==> config.mk <==
export PLATFORM = sky130hd
export DESIGN_NAME = multicycle_ctrl
export DESIGN_NICKNAME = d
export VERILOG_FILES = /design/src/rtl/multicycle_ctrl.sv
export SDC_FILE = /design/constraint.sdc
export NUM_CORES = 1
export LEC_CHECK = 0
export ABC_AREA = 1
export CELL_PAD_IN_SITES_DETAIL_PLACEMENT = 0
export CELL_PAD_IN_SITES_GLOBAL_PLACEMENT = 1
export CORE_MARGIN = 10
export CORE_UTILIZATION = 43
export DETAILED_ROUTE_END_ITERATION = 12
export DONT_BUFFER_PORTS = 1
export PLACE_DENSITY_LB_ADDON = 0.1
export SYNTH_ARGS = -nofsm -noshare
export SYNTH_HDL_FRONTEND = slang
export SYNTH_SLANG_ARGS = --single-unit
==> constraint.sdc <==
create_clock -name clk_i -period 1.74 [get_ports clk_i]
set_input_delay 0.261 -clock clk_i [delete_from_list [all_inputs] [get_ports clk_i]]
set_output_delay 0.261 -clock clk_i [all_outputs]
set_load 0.01 [all_outputs]
==> src/rtl/multicycle_ctrl.sv <==
// Multi-cycle control FSM for the RV32I-subset core (R, I-arith, LW, SW, BEQ-class).
// Optional perf counters enabled by defining MC_PERF_CNT_EN.
module multicycle_ctrl #(
    parameter int MAX_WAIT = 15,
    parameter int CNT_W    = 32
) (
    input  logic             clk_i,
    input  logic             rst_i,
    input  logic [6:0]       opcode_i,
    input  logic             zero_i,
    input  logic             mem_ready_i,
    output logic             mem_req_o,
    output logic             mem_we_o,
    output logic             mem_sel_o,
    output logic             ir_write_o,
    output logic             pc_write_o,
    output logic             pc_sel_o,
    output logic             reg_write_o,
    output logic             wb_sel_o,
    output logic             alu_src_o,
    output logic [1:0]       alu_op_o,
    output logic [1:0]       imm_sel_o,
    output logic             halt_o,
    output logic [1:0]       trap_cause_o,
    output logic [CNT_W-1:0] instr_cnt_o,
    output logic [CNT_W-1:0] cycle_cnt_o
);

    typedef enum logic [2:0] {
        S_FETCH, S_DECODE, S_EXEC, S_ADDR,
        S_MEM, S_WB, S_BRANCH, S_TRAP
    } state_t;

    localparam logic [6:0] OP_R  = 7'b0110011;
    localparam logic [6:0] OP_I  = 7'b0010011;
    localparam logic [6:0] OP_LD = 7'b0000011;
    localparam logic [6:0] OP_ST = 7'b0100011;
    localparam logic [6:0] OP_B  = 7'b1100011;

    localparam logic [1:0] C_R  = 2'd0;
    localparam logic [1:0] C_I  = 2'd1;
    localparam logic [1:0] C_LD = 2'd2;
    localparam logic [1:0] C_ST = 2'd3;

    localparam logic [7:0] WAIT_LAST = 8'(MAX_WAIT - 1);

    state_t     r_state;
    state_t     w_next;
    logic [1:0] r_cls;
    logic [1:0] w_cls;
    logic [1:0] r_cause;
    logic [1:0] w_cause;
    logic [7:0] r_wait;
    logic       w_mem_wait;
    logic       w_timeout;
    logic       w_is_st;
    logic       w_is_ld;

    assign w_is_st    = (r_cls == C_ST);
    assign w_is_ld    = (r_cls == C_LD);
    assign w_mem_wait = ((r_state == S_FETCH) || (r_state == S_MEM))
                        && !mem_ready_i;
    // Ready arriving on the last tolerated cycle beats the timeout
    assign w_timeout  = w_mem_wait && (r_wait == WAIT_LAST);

    always_comb begin
        w_cls = C_R;
        unique case (opcode_i)
            OP_I:    w_cls = C_I;
            OP_LD:   w_cls = C_LD;
            OP_ST:   w_cls = C_ST;
            default: w_cls = C_R;
        endcase
    end

    always_ff @(posedge clk_i or negedge rst_i) begin
        if (!rst_i) begin
            r_state <= S_FETCH;
            r_cls   <= C_R;
            r_cause <= 2'b00;
            r_wait  <= 8'd0;
        end else begin
            r_state <= w_next;
            r_cause <= w_cause;
            if (r_state == S_DECODE)
                r_cls <= w_cls;
            if (w_next != r_state)
                r_wait <= 8'd0;
            else if (w_mem_wait)
                r_wait <= r_wait + 8'd1;
        end
    end

    always_comb begin
        w_next  = r_state;
        w_cause = r_cause;
        unique case (r_state)
            S_FETCH: begin
                if (mem_ready_i) begin
                    w_next = S_DECODE;
                end else if (w_timeout) begin
                    w_next  = S_TRAP;
                    w_cause = 2'b10;
                end
            end
            S_DECODE: begin
                unique case (opcode_i)
                    OP_R, OP_I:   w_next = S_EXEC;
                    OP_LD, OP_ST: w_next = S_ADDR;
                    OP_B:         w_next = S_BRANCH;
                    default: begin
                        w_next  = S_TRAP;
                        w_cause = 2'b01;
                    end
                endcase
            end
            S_EXEC:   w_next = S_WB;
            S_ADDR:   w_next = S_MEM;
            S_MEM: begin
                if (mem_ready_i) begin
                    w_next = w_is_st ? S_FETCH : S_WB;
                end else if (w_timeout) begin
                    w_next  = S_TRAP;
                    w_cause = 2'b10;
                end
            end
            S_WB:     w_next = S_FETCH;
            S_BRANCH: w_next = S_FETCH;
            S_TRAP:   w_next = S_TRAP;
        endcase
    end

    // Outputs are forced low while reset is asserted, even mid-access
    always_comb begin
        mem_req_o   = 1'b0;
        mem_we_o    = 1'b0;
        mem_sel_o   = 1'b0;
        ir_write_o  = 1'b0;
        pc_write_o  = 1'b0;
        pc_sel_o    = 1'b0;
        reg_write_o = 1'b0;
        wb_sel_o    = 1'b0;
        alu_src_o   = 1'b0;
        alu_op_o    = 2'b00;
        imm_sel_o   = 2'b00;
        halt_o      = 1'b0;
        if (rst_i) begin
            unique case (r_state)
                S_FETCH: begin
                    mem_req_o  = 1'b1;
                    ir_write_o = mem_ready_i;
                end
                S_DECODE: begin
                end
                S_EXEC: begin
                    alu_op_o  = 2'b10;
                    alu_src_o = (r_cls == C_I);
                end
                S_ADDR: begin
                    alu_src_o = 1'b1;
                    imm_sel_o = w_is_st ? 2'b01 : 2'b00;
                end
                S_MEM: begin
                    mem_req_o  = 1'b1;
                    mem_sel_o  = 1'b1;
                    mem_we_o   = w_is_st;
                    alu_src_o  = 1'b1;
                    imm_sel_o  = w_is_st ? 2'b01 : 2'b00;
                    pc_write_o = w_is_st && mem_ready_i;
                end
                S_WB: begin
                    reg_write_o = 1'b1;
                    wb_sel_o    = w_is_ld;
                    pc_write_o  = 1'b1;
                end
                S_BRANCH: begin
                    alu_op_o   = 2'b01;
                    imm_sel_o  = 2'b10;
                    pc_write_o = 1'b1;
                    pc_sel_o   = zero_i;
                end
                S_TRAP: halt_o = 1'b1;
            endcase
        end
    end

    assign trap_cause_o = r_cause;

`ifdef MC_PERF_CNT_EN
    logic             w_retire;
    logic [CNT_W-1:0] r_instr_cnt;
    logic [CNT_W-1:0] r_cycle_cnt;

    assign w_retire = (r_state == S_WB) || (r_state == S_BRANCH)
                      || ((r_state == S_MEM) && w_is_st && mem_ready_i);

    always_ff @(posedge clk_i or negedge rst_i) begin
        if (!rst_i) begin
            r_instr_cnt <= '0;
            r_cycle_cnt <= '0;
        end else begin
            if (w_retire)
                r_instr_cnt <= r_instr_cnt + 1'b1;
            if (r_state != S_TRAP)
                r_cycle_cnt <= r_cycle_cnt + 1'b1;
        end
    end

    assign instr_cnt_o = r_instr_cnt;
    assign cycle_cnt_o = r_cycle_cnt;
`else
    assign instr_cnt_o = '0;
    assign cycle_cnt_o = '0;
`endif

endmodule
* Word level (Yosys, flattened, before mapping)
Cells that the tools add are included.
** Cells by class
- Mux-type cells :: 38
- Add/sub/neg operators :: 1
- Equality and inequality tests :: 20
- Reduce and logical (&&, ||, !) cells :: 15
** Operator list (count)
- 3-bit case mux with 7 select lines :: 1
- 1-bit two-way mux :: 19
- 8-bit two-way mux :: 2
- 7-bit by 6-bit == test with 1-bit output, second input constant :: 2
- 3-bit == test, second input constant :: 4
- 3-bit two-way mux :: 4
- 2-bit case mux with 2 select lines :: 3
- 2-bit two-way mux :: 5
- 2-bit OR reduction :: 5
- 3-bit case mux with 3 select lines :: 1
- 8-bit by 1-bit adder with 8-bit output, second input constant :: 1
- 8-bit by 4-bit == test with 1-bit output, second input constant :: 1
- 7-bit by 2-bit == test with 1-bit output, second input constant :: 1
- 7-bit by 5-bit == test with 1-bit output, second input constant :: 1
- 7-bit == test, second input constant :: 1
- 3-bit by 2-bit == test with 1-bit output, second input constant :: 2
- 2-bit case mux with 3 select lines :: 1
- 5-bit OR reduction :: 1
- 2-bit == test, second input constant :: 2
- 2-bit != test, second input constant :: 2
- 1-bit case mux with 2 select lines :: 2
- 4-bit AND reduction :: 1
- 2-bit nonzero test :: 2
- 3-bit by 1-bit == test with 1-bit output, second input constant :: 1
- 7 further kinds :: 9
** Word-level totals
- Register bits :: 15
- Output and inout bits :: 80
- Logic and storage cells :: 78
- Input bits :: 11

* Logic depth before layout (Yosys ltp)
Gate-level depths: netlist of run 1.
- Depth in word-level cells :: 9
- Mapped depth :: 13
- Mapped depth without buffers :: 13

* Least setup slack after synthesis of run 1
OpenSTA, ideal clock, no wires.
- Path type :: reg-to-reg
- Start point :: register r_wait[0]
- End point :: register r_wait[0]
- Cell stages (with the launch flop) :: 14
- Buffers on the path :: 0
- Path slack :: 0.270 ns
- Arrival :: 1.400 ns
- Setup time :: 0.070 ns
- Path through :: dfrtp_1 > inv_1 > ha_1 > inv_1 > nor2_1 > and2_1 > nand2_1 > nand2_1 > nand3_1 > nand2_1 > inv_1 > nor2_4 > nand2_4 > nor2_2
** Between the ends
- Word-level cells in the longest chain between the ends :: 7
- Elaborated cells on any way between the ends :: 11
- Classes of those cells :: add/sub (1); eq/ne (2); mux (6); reduce/logical (2)
** RTL lines
- start: declaration :: line 53 : logic [7:0] r_wait;
- start signal: assignment :: line 90 : r_wait <= r_wait + 8'd1;
- 8-bit by 4-bit == test with 1-bit output :: line 64 : assign w_timeout = w_mem_wait && (r_wait == WAIT_LAST);
- 1-bit logical AND :: line 64
- 3-bit two-way mux :: line 101, 122
- 3-bit two-way mux, on equally long branches :: line 120, 99
- 3-bit case mux with 7 select lines :: line 97 : unique case (r_state)
- 3-bit != test :: line 87 : if (w_next != r_state)
- 8-bit two-way mux / 2-bit nonzero test (equally long branches)
Several ways; a longest one is shown, not always the timed one. The select of a mux whose other input is x is not followed.
A chain may end at the register's enable or synchronous reset.

* Worst setup path after layout of run 1
- Start point :: register r_state[0]
- End point :: output port alu_src_o
** Between the ends
- Word-level cells in the longest chain between the ends :: 4
- Elaborated cells on any way between the ends :: 6
- Classes of those cells :: eq/ne (3); mux (2); reduce/logical (1)
** RTL lines
- start: declaration :: line 47 : state_t r_state;
- start signal: assignment :: line 83 : r_state <= w_next;
- 3-bit == test / 3-bit by 2-bit == test with 1-bit output (equally long branches) :: line 148 : unique case (r_state)
- 2-bit OR reduction (no line)
- 1-bit case mux with 2 select lines * :: line 148
- 1-bit two-way mux * :: line 147 : if (rst_i) begin
- end: declaration :: line 20 : output logic alu_src_o,
Every way passes the cells marked *; elsewhere a longest branch is shown, timed or not.

==> results by group, run 1 <==
STA
  • Tcrit/Tclk final: 0.964
  • Max Clock Skew: 0.00317 ns
  • RSZ-0062 raised after global routing: yes
  • Hold Vio Cnt, Final: 0
  • Max_slew headroom: 0.523
  • Max Fclk: 596 MHz
  • Fin. max-slew vios: 0
  • Min Hold Slack: 0.239 ns
  • Worst Max-Slew Pin Slew: 0.714 ns
  • Final setup viols: 0
  • Minimum clock period: 1.68 ns

Worst setup path
  • CP max stage delay: 0.40 ns
  • CP max-delay cell: dfrtp_2
  • Required time worst endpoint: 1.48 ns
  • Top delay family on crit path: flip-flops
  • Worst r2r path cells: 10
  • Most used cell along the critical path: buf_4
  • CP endpoint kind: output pin
  • Buf/Inv on CP: 2
  • Worst reg2reg startpoint: r_state[0]
  • Reg2Reg Setup Slack: 0.08 ns
  • WS Path Type: register to output pin
  • Worst setup SP type: register
  • Maximum fanout along the worst path: 6
  • R2R Path End: r_wait[6]
  • CP cell instances: buf_4 > nor2_4 > nand2_2 > nor2_2 > nand3_1 > o21ai_1 > buf_4
  • Crit path DAT: 1.42 ns

Floorplanning
  • Initial Utilization: 0.441
  • Io pins: 91
  • Full die area: 6570 um^2
  • Placement Rows: 22
  • Die width: 81.1 um
  • Core area: 3630 um^2
  • Die Y: 81.1 um

Synthesis
  • Synth area leader: buf_4
  • Ys Warns: 0
  • Register area share after synthesis: 0.234
  • Largest cells by area after synthesis: buf_4, dfrtp_1, nand2_1
  • Syn Area/Cell: 7.43 um^2
  • Yosys cell types: 26
  • Yosys top cell area share: 0.309
  • Post-Synthesis Cell Area: 1600 um^2
  • Ys flop type: dfrtp_1
  • Ys async rst share: 1.00
  • Gate Count Post-Synth: 216
  • Post-synth EDFFs: 0
  • Synth cell count leaders: buf_4, nand2_1, inv_1
  • #FFs+latches synth: 15
  • Count leader, synth: buf_4

Worst hold path
  • Hold Crit Endpoint: r_cls[1]
  • Hold Path Stages: 3
  • HP Start: opcode_i[4]
  • HP Class: input pin to register

Clock network
  • Root Buffer: clkbuf_8
  • CTS buffer count: 3
  • CTS tree: built
  • Clock latency at the later pin of the worst-skew pair: 0.25 ns
  • Clk sinks: 15
  • H-tree Lvls: 1
  • Bufs on Longest Clock Path: 2
  • CTS clk-pin slew, worst paths: 0.06 ns

Power
  • Total power: 727 uW
  • P_leak: 0.877 nW
  • PwrDens: 436 nW/um^2
  • Maximum VDD drop: 210 uV

Placed design
  • Number of port buffers: 0
  • GP Congestion: 0.767
  • Post-DP HPWL: 2810 um
  • Area after DPL: 1470 um^2

Status
  • Status: finished, final reports clean

Route
  • Routed len/inst: 12.4 um
  • DR pass1 iterations: 4
  • Initial DRC count: 65
  • DRT Wirelength: 3510 um
  • Via density: 4.22
  • Antenna-violating nets left: 0
  • DRC: 0
  • DR vias: 1195

Final layout
  • Area grow syn2layout: 3.90%
  • Register Area: 378 um^2
  • Multi-input logic area: 935 um^2
  • Share of layout cells above drive strength 1: 0.277
  • Fin nets: 249
  • # fillers: 363
  • Antenna cells: 0
  • Final instance area: 1670 um^2

GRT
  • First-pass GRT wire length: 5090 um
  • Total global-route track usage: 0.0946
  • Number of global-route vias before repair: 1156
  • Largest net degree at the start of global routing: 16
  • Initial antenna violation count: 0
  • Total grt overflow: 0

Job
  • Max_cap viols: 0
[kinds of logic (layout without fill, tap and decap cells)]
family          Yosys count  count (layout)  synth area share
simple gates             93              93             0.319
buf+inv                  89              45             0.363
flops                    15              15             0.234
compound gates            9               9            0.0281
xor+xnor                  7               7            0.0382
fa+ha+maj                 2               2            0.0156
other cells               1              64           0.00234
[layout make-up]
type,count,area share
flip-flops and latches,15,0.227
inverters,23,0.0518
clock buffers,4,0.0270
multi-input cells,175,0.561
well taps,48,0.0360
repair buffers,18,0.0976
[worst register-to-register path, stage by stage (launching register included)]
cell and delay [ns]:
dfrtp_2 0.40, buf_4 0.17, buf_12 0.14, nor2_4 0.16
nand2_4 0.09, inv_2 0.07, nand3_2 0.08, nor2_4 0.11
nand3_1 0.09, xor2_1 0.19, nor2_2 0.06
[flip-flops by register name (all words and copies together) (netlist names)]
register,cells
r_cls,2
r_state,3
trap_cause_o,2
r_wait,8
[where the power goes]
part | internal [mW] | total [mW] | leakage (nW) | switching, mW
combinational | 0.00572 | 0.0911 | 0.666 | 0.0854
sequential | 0.349 | 0.349 | 0.188 | 0
clock | 0.162 | 0.287 | 0.0228 | 0.125
[routing by layer]
| metal | vias up | routed length [um] | share of wire | GRT usage |
|---|---|---|---|---|
| li1 | 577 | - | - | - |
| met1 | 541 | 1480 | 0.42 | 0.109 |
| met2 | 72 | 1580 | 0.45 | 0.154 |
| met3 | 5 | 406 | 0.12 | 0.0309 |
| met4 | 0 | 48 | 0.014 | 0.0467 |
| met5 | - | 0 | 0 | 0 |
[per-stage QoR]
| step | utilization | setup TNS [ns] | std cells | setup WS (ns) |
|---|---|---|---|---|
| global route | 0.459 | -0.123 | 283 | -0.0516 |
| finish | 0.459 | 0 | 283 | 0.0621 |
| CTS | 0.429 | 0 | 277 | 0.00179 |
| detailed placement | 0.403 | 0 | 269 | 0.0698 |
| floorplan | - | 0 | 279 | 0.270 |
| global placement | 0.403 | 0 | 269 | 0.0673 |
[layout by cell type, fill, tap and decap left out, drive strengths merged]
master,instances
nor4,1
xor2,5
nor2,29
dlygate4sd3,1
and2,3
a21oi,1
inv,23
buf,17
ha,2
nor3,6
nand2,36
or2,1
xnor2,2
nand4,2
nand3,15
o21ai,8
clkbuf,4
conb,64
dfrtp,15
[what timing repair did]
action                                  4_1_cts  5_1_grt
hold buffers                                  1        0
setup buffers                                 3        6
endpoints found under the setup margin        4       11
pin swaps                                     0        5
hold endpoints to repair                     15        0
gates resized for setup                       2       17
[worst max-delay path by stage]
stage	cells after the start	startpoint	endpoint	slack (ns)
after floorplan	13	r_wait[0]	r_wait[0]	0.27
after global placement	8	r_state[0]	alu_src_o	0.07
after detailed placement	13	r_wait[0]	r_wait[7]	0.07
after CTS	8	r_state[1]	alu_src_o	0.002
after global routing	8	r_state[0]	imm_sel_o[0]	-0.05
final	7	r_state[0]	alu_src_o	0.06
Note: power is estimated with default switching activity, not from simulation.
==> inputs of run 2 (changes only) <==
--- a/config.mk
+++ b/config.mk
@@ -12,6 +12,8 @@
 export CORE_UTILIZATION = 43
 export DETAILED_ROUTE_END_ITERATION = 12
 export DONT_BUFFER_PORTS = 1
+export GPL_ROUTABILITY_DRIVEN = 1
+export HOLD_SLACK_MARGIN = 0.05
 export PLACE_DENSITY_LB_ADDON = 0.1
 export SYNTH_ARGS = -nofsm -noshare
 export SYNTH_HDL_FRONTEND = slang
==> constraint.sdc (replaced) <==
create_clock -name clk_i -period 1.74 [get_ports clk_i]
set_input_delay 0.174 -clock clk_i [delete_from_list [all_inputs] [get_ports clk_i]]
set_output_delay 0.174 -clock clk_i [all_outputs]
set_load 0.01 [all_outputs]
==> run 2 against run 1 <==
Compared with the run above: first-iteration DRC count is 82% higher; non-clock buffer count grew 1; combinational power is essentially flat; cell area grew 3.1%; via count is 1.2% lower.
==> results by group, run 2 (same netlist as run 1, synthesis figures left out) <==
Status
  • Status: finished, final reports clean (unchanged)

Final layout
  • Max reg flops: 8 (unchanged)
  • Most flop-heavy register: r_wait (unchanged)
  • Multi-input logic area: 993 um^2 (was 935 um^2)
  • Share of layout cells above drive strength 1: 0.288 (was 0.277)
  • Register Area: 378 um^2 (unchanged)
  • Area grow syn2layout: 7.10% (was 3.90%)
  • Most frequent cells in the layout: conb_1, nand2_1, inv_1, buf_4 (was conb_1, nand2_1, inv_1)
  • Antenna cells: 0 (unchanged)
  • Commonest non-fill, non-tap cell in the layout: conb_1 (unchanged)
  • Biggest registers after layout: r_wait x8, r_state x3 (unchanged)
  • # fillers: 369 (was 363)
  • Fin nets: 250 (was 249)
  • Post-Layout Cell Count: 284 (was 283)

Worst setup path
  • Worst setup SP type: register (unchanged)
  • Maximum fanout along the worst path: 8 (was 6)
  • CP max stage delay: 0.41 ns (was 0.40 ns)
  • Buf/Inv on CP: 3 (was 2)
  • CP endpoint kind: register (was output pin)
  • Most used cell along the critical path: inv_2 (was buf_4)
  • Worst r2r path cells: 13 (was 10)
  • CP cell instances: inv_2 > ha_4 > inv_2 > nor2_2 > and2_4 > nand2_4 > nand2_4 > nand3_2 > nand2_1 > inv_2 > nor2_4 > nand2_8 > nor2_4 (was buf_4 > nor2_4 > nand2_2 > nor2_2 > nand3_1 > o21ai_1 > buf_4)
  • CP max-delay cell: dfrtp_1 (was dfrtp_2)
  • Top delay family on crit path: simple AND/OR/NAND/NOR gates (was flip-flops)
  • Reg2Reg Setup Slack: 0.06 ns (was 0.08 ns)
  • Crit path depth: 13 (was 7)
  • WS Path Type: register to register (was register to output pin)
  • Crit path DAT: 1.87 ns (was 1.42 ns)
  • Required time worst endpoint: 1.93 ns (was 1.48 ns)

STA
  • Worst Max-Slew Pin Slew: 0.705 ns (was 0.714 ns)
  • Fin. max-slew vios: 0 (unchanged)
  • TNS Setup: 0 ns (unchanged)
  • RSZ-0062 raised after global routing: yes (unchanged)
  • Max Clock Skew: 0.00397 ns (was 0.00317 ns)
  • Tcrit/Tclk final: 0.967 (was 0.964)
  • Max_slew headroom: 0.528 (was 0.523)
  • Minimum clock period: 1.68 ns (about the same)
  • Hold Vio Cnt, Final: 0 (unchanged)
  • Max Fclk: 594 MHz (was 596 MHz)
  • Final setup viols: 0 (unchanged)
  • Final worst slack: 0.0574 ns (was 0.0621 ns)

Power
  • Maximum VDD drop: 194 uV (was 210 uV)
  • Net Sw Frac: 0.285 (was 0.289)
  • Power Internal: 517 uW (about the same)
  • Clock Power Share: 0.391 (was 0.395)
  • Sequential power share: 0.483 (was 0.480)
  • Switching power of the nets: 206 uW (was 210 uW)
  • Gate power share: 0.126 (was 0.125)
  • Total power: 722 uW (was 727 uW)
  • P_leak: 0.899 nW (was 0.877 nW)
  • PwrDens: 420 nW/um^2 (was 436 nW/um^2)

Floorplanning
  • Initial Utilization: 0.441 (unchanged)
  • Io pins: 91 (unchanged)
  • Placement Rows: 22 (unchanged)
  • Die Y: 81.1 um (unchanged)
  • Full die area: 6570 um^2 (unchanged)
  • Die width: 81.1 um (unchanged)
  • Core area: 3630 um^2 (unchanged)

Placed design
  • GP Congestion: 0.773 (was 0.767)
  • Post-DP HPWL: 2980 um (was 2810 um)
  • DP Worst Slack: 0.0943 ns (was 0.0698 ns)
  • Cells after DPL: 271 (was 269)
  • Number of port buffers: 0 (unchanged)

Route
  • Via density: 4.16 (was 4.22)
  • DR vias: 1181 (was 1195)
  • DR pass1 iterations: 4 (unchanged)
  • Initial DRC count: 118 (was 65)
  • Antenna-violating nets left: 0 (unchanged)
  • DRT Wirelength: 3690 um (was 3510 um)
  • Routed len/inst: 13.0 um (was 12.4 um)
  • DRC: 0 (unchanged)

Clock network
  • CTS tree: built (unchanged)
  • CTS buffer count: 3 (unchanged)
  • Clock latency at the later pin of the worst-skew pair: 0.25 ns (about the same)
  • Bufs on Longest Clock Path: 2 (unchanged)
  • Root Buffer: clkbuf_8 (unchanged)
  • CTS clk-pin slew, worst paths: 0.06 ns (about the same)
  • Clk sinks: 15 (unchanged)
  • H-tree Lvls: 1 (unchanged)

Worst hold path
  • Hold Path Stages: 3 (unchanged)
  • HP Class: input pin to register (unchanged)

GRT
  • Total global-route track usage: 0.106 (was 0.0946)
  • First-pass GRT wire length: 5520 um (was 5090 um)
  • Total grt overflow: 0 (unchanged)
  • Largest net degree at the start of global routing: 16 (unchanged)
  • Initial antenna violation count: 0 (unchanged)
  • Number of global-route vias before repair: 1186 (was 1156)

Job
  • Max_cap viols: 0 (unchanged)
run 2: path summary, 6_finish.rpt:
path | start | endpoint
setup / recovery | r_wait[0] | r_wait[2]
hold / removal | opcode_i[4] | r_cls[1]
setup reg to reg | r_wait[0] | r_wait[2]
hold reg to reg | trap_cause_o[0] | trap_cause_o[0]
max in group asynchronous | rst_i | r_state[1]
min in group asynchronous | rst_i | r_wait[3]
run 2: per-layer routing:
layer	wire length, um	up-vias	share of wire	GRT usage
met5	0	-	0	0
met4	54	0	0.015	0.0415
met3	424	5	0.11	0.0309
met2	1630	72	0.44	0.170
met1	1580	532	0.43	0.130
li1	-	572	-	-
run 2: cell type report:
type,instances,share of cell area
Inverter,23,0.0517
Multi-Input combinational cell,175,0.578
Timing Repair Buffer,19,0.0889
Clock buffer,4,0.0262
Sequential cell,15,0.220
Tap cell,48,0.0350
run 2: worst reg2reg max path: stages (launching register included):
cell	delay, ns
dfrtp_1	0.41
inv_2	0.09
ha_4	0.13
inv_2	0.03
nor2_2	0.09
and2_4	0.18
nand2_4	0.06
nand2_4	0.08
nand3_2	0.05
nand2_1	0.07
inv_2	0.04
nor2_4	0.15
nand2_8	0.12
nor2_4	0.12
run 2: power by group through the flow:
stage / sequential [mW] / combinational [mW] / clock (mW)
2_1_floorplan: 0.355 / 0.179 / 0
3_3_place_gp: 0.355 / 0.0746 / 0
3_5_place_dp: 0.355 / 0.0747 / 0
4_1_cts: 0.349 / 0.0840 / 0.291
5_1_grt: 0.348 / 0.104 / 0.312
6_report: 0.349 / 0.0909 / 0.282
run 2: through the flow:
step | util | hold slack, ns | area, um^2
floorplan | - | -0.122 | 1840
global placement | 0.407 | -0.121 | 1480
detailed placement | 0.407 | -0.121 | 1480
CTS | 0.423 | 0.150 | 1540
global route | 0.473 | 0.166 | 1720
finish | 0.473 | 0.154 | 1720
run 2: timing repair:
item                       CTS  global route
hold buffers                 1             0
pin swaps                    0            13
resized for setup            1            30
setup buffers                0             8
hold endpoints to repair    15             0
setup endpoints to repair    1            11
==> inputs of run 3 (changes only) <==
--- a/config.mk
+++ b/config.mk
@@ -6,10 +6,12 @@
 export NUM_CORES = 1
 export LEC_CHECK = 0
 export ABC_AREA = 1
+export CAP_MARGIN = 25
 export CELL_PAD_IN_SITES_DETAIL_PLACEMENT = 0
 export CELL_PAD_IN_SITES_GLOBAL_PLACEMENT = 1
 export CORE_MARGIN = 10
 export CORE_UTILIZATION = 43
+export CTS_CLUSTER_SIZE = 10
 export DETAILED_ROUTE_END_ITERATION = 12
 export DONT_BUFFER_PORTS = 1
 export GPL_ROUTABILITY_DRIVEN = 1
==> results of run 3 <==
No change in the layout: final DEF, timing and power equal those of run 2.
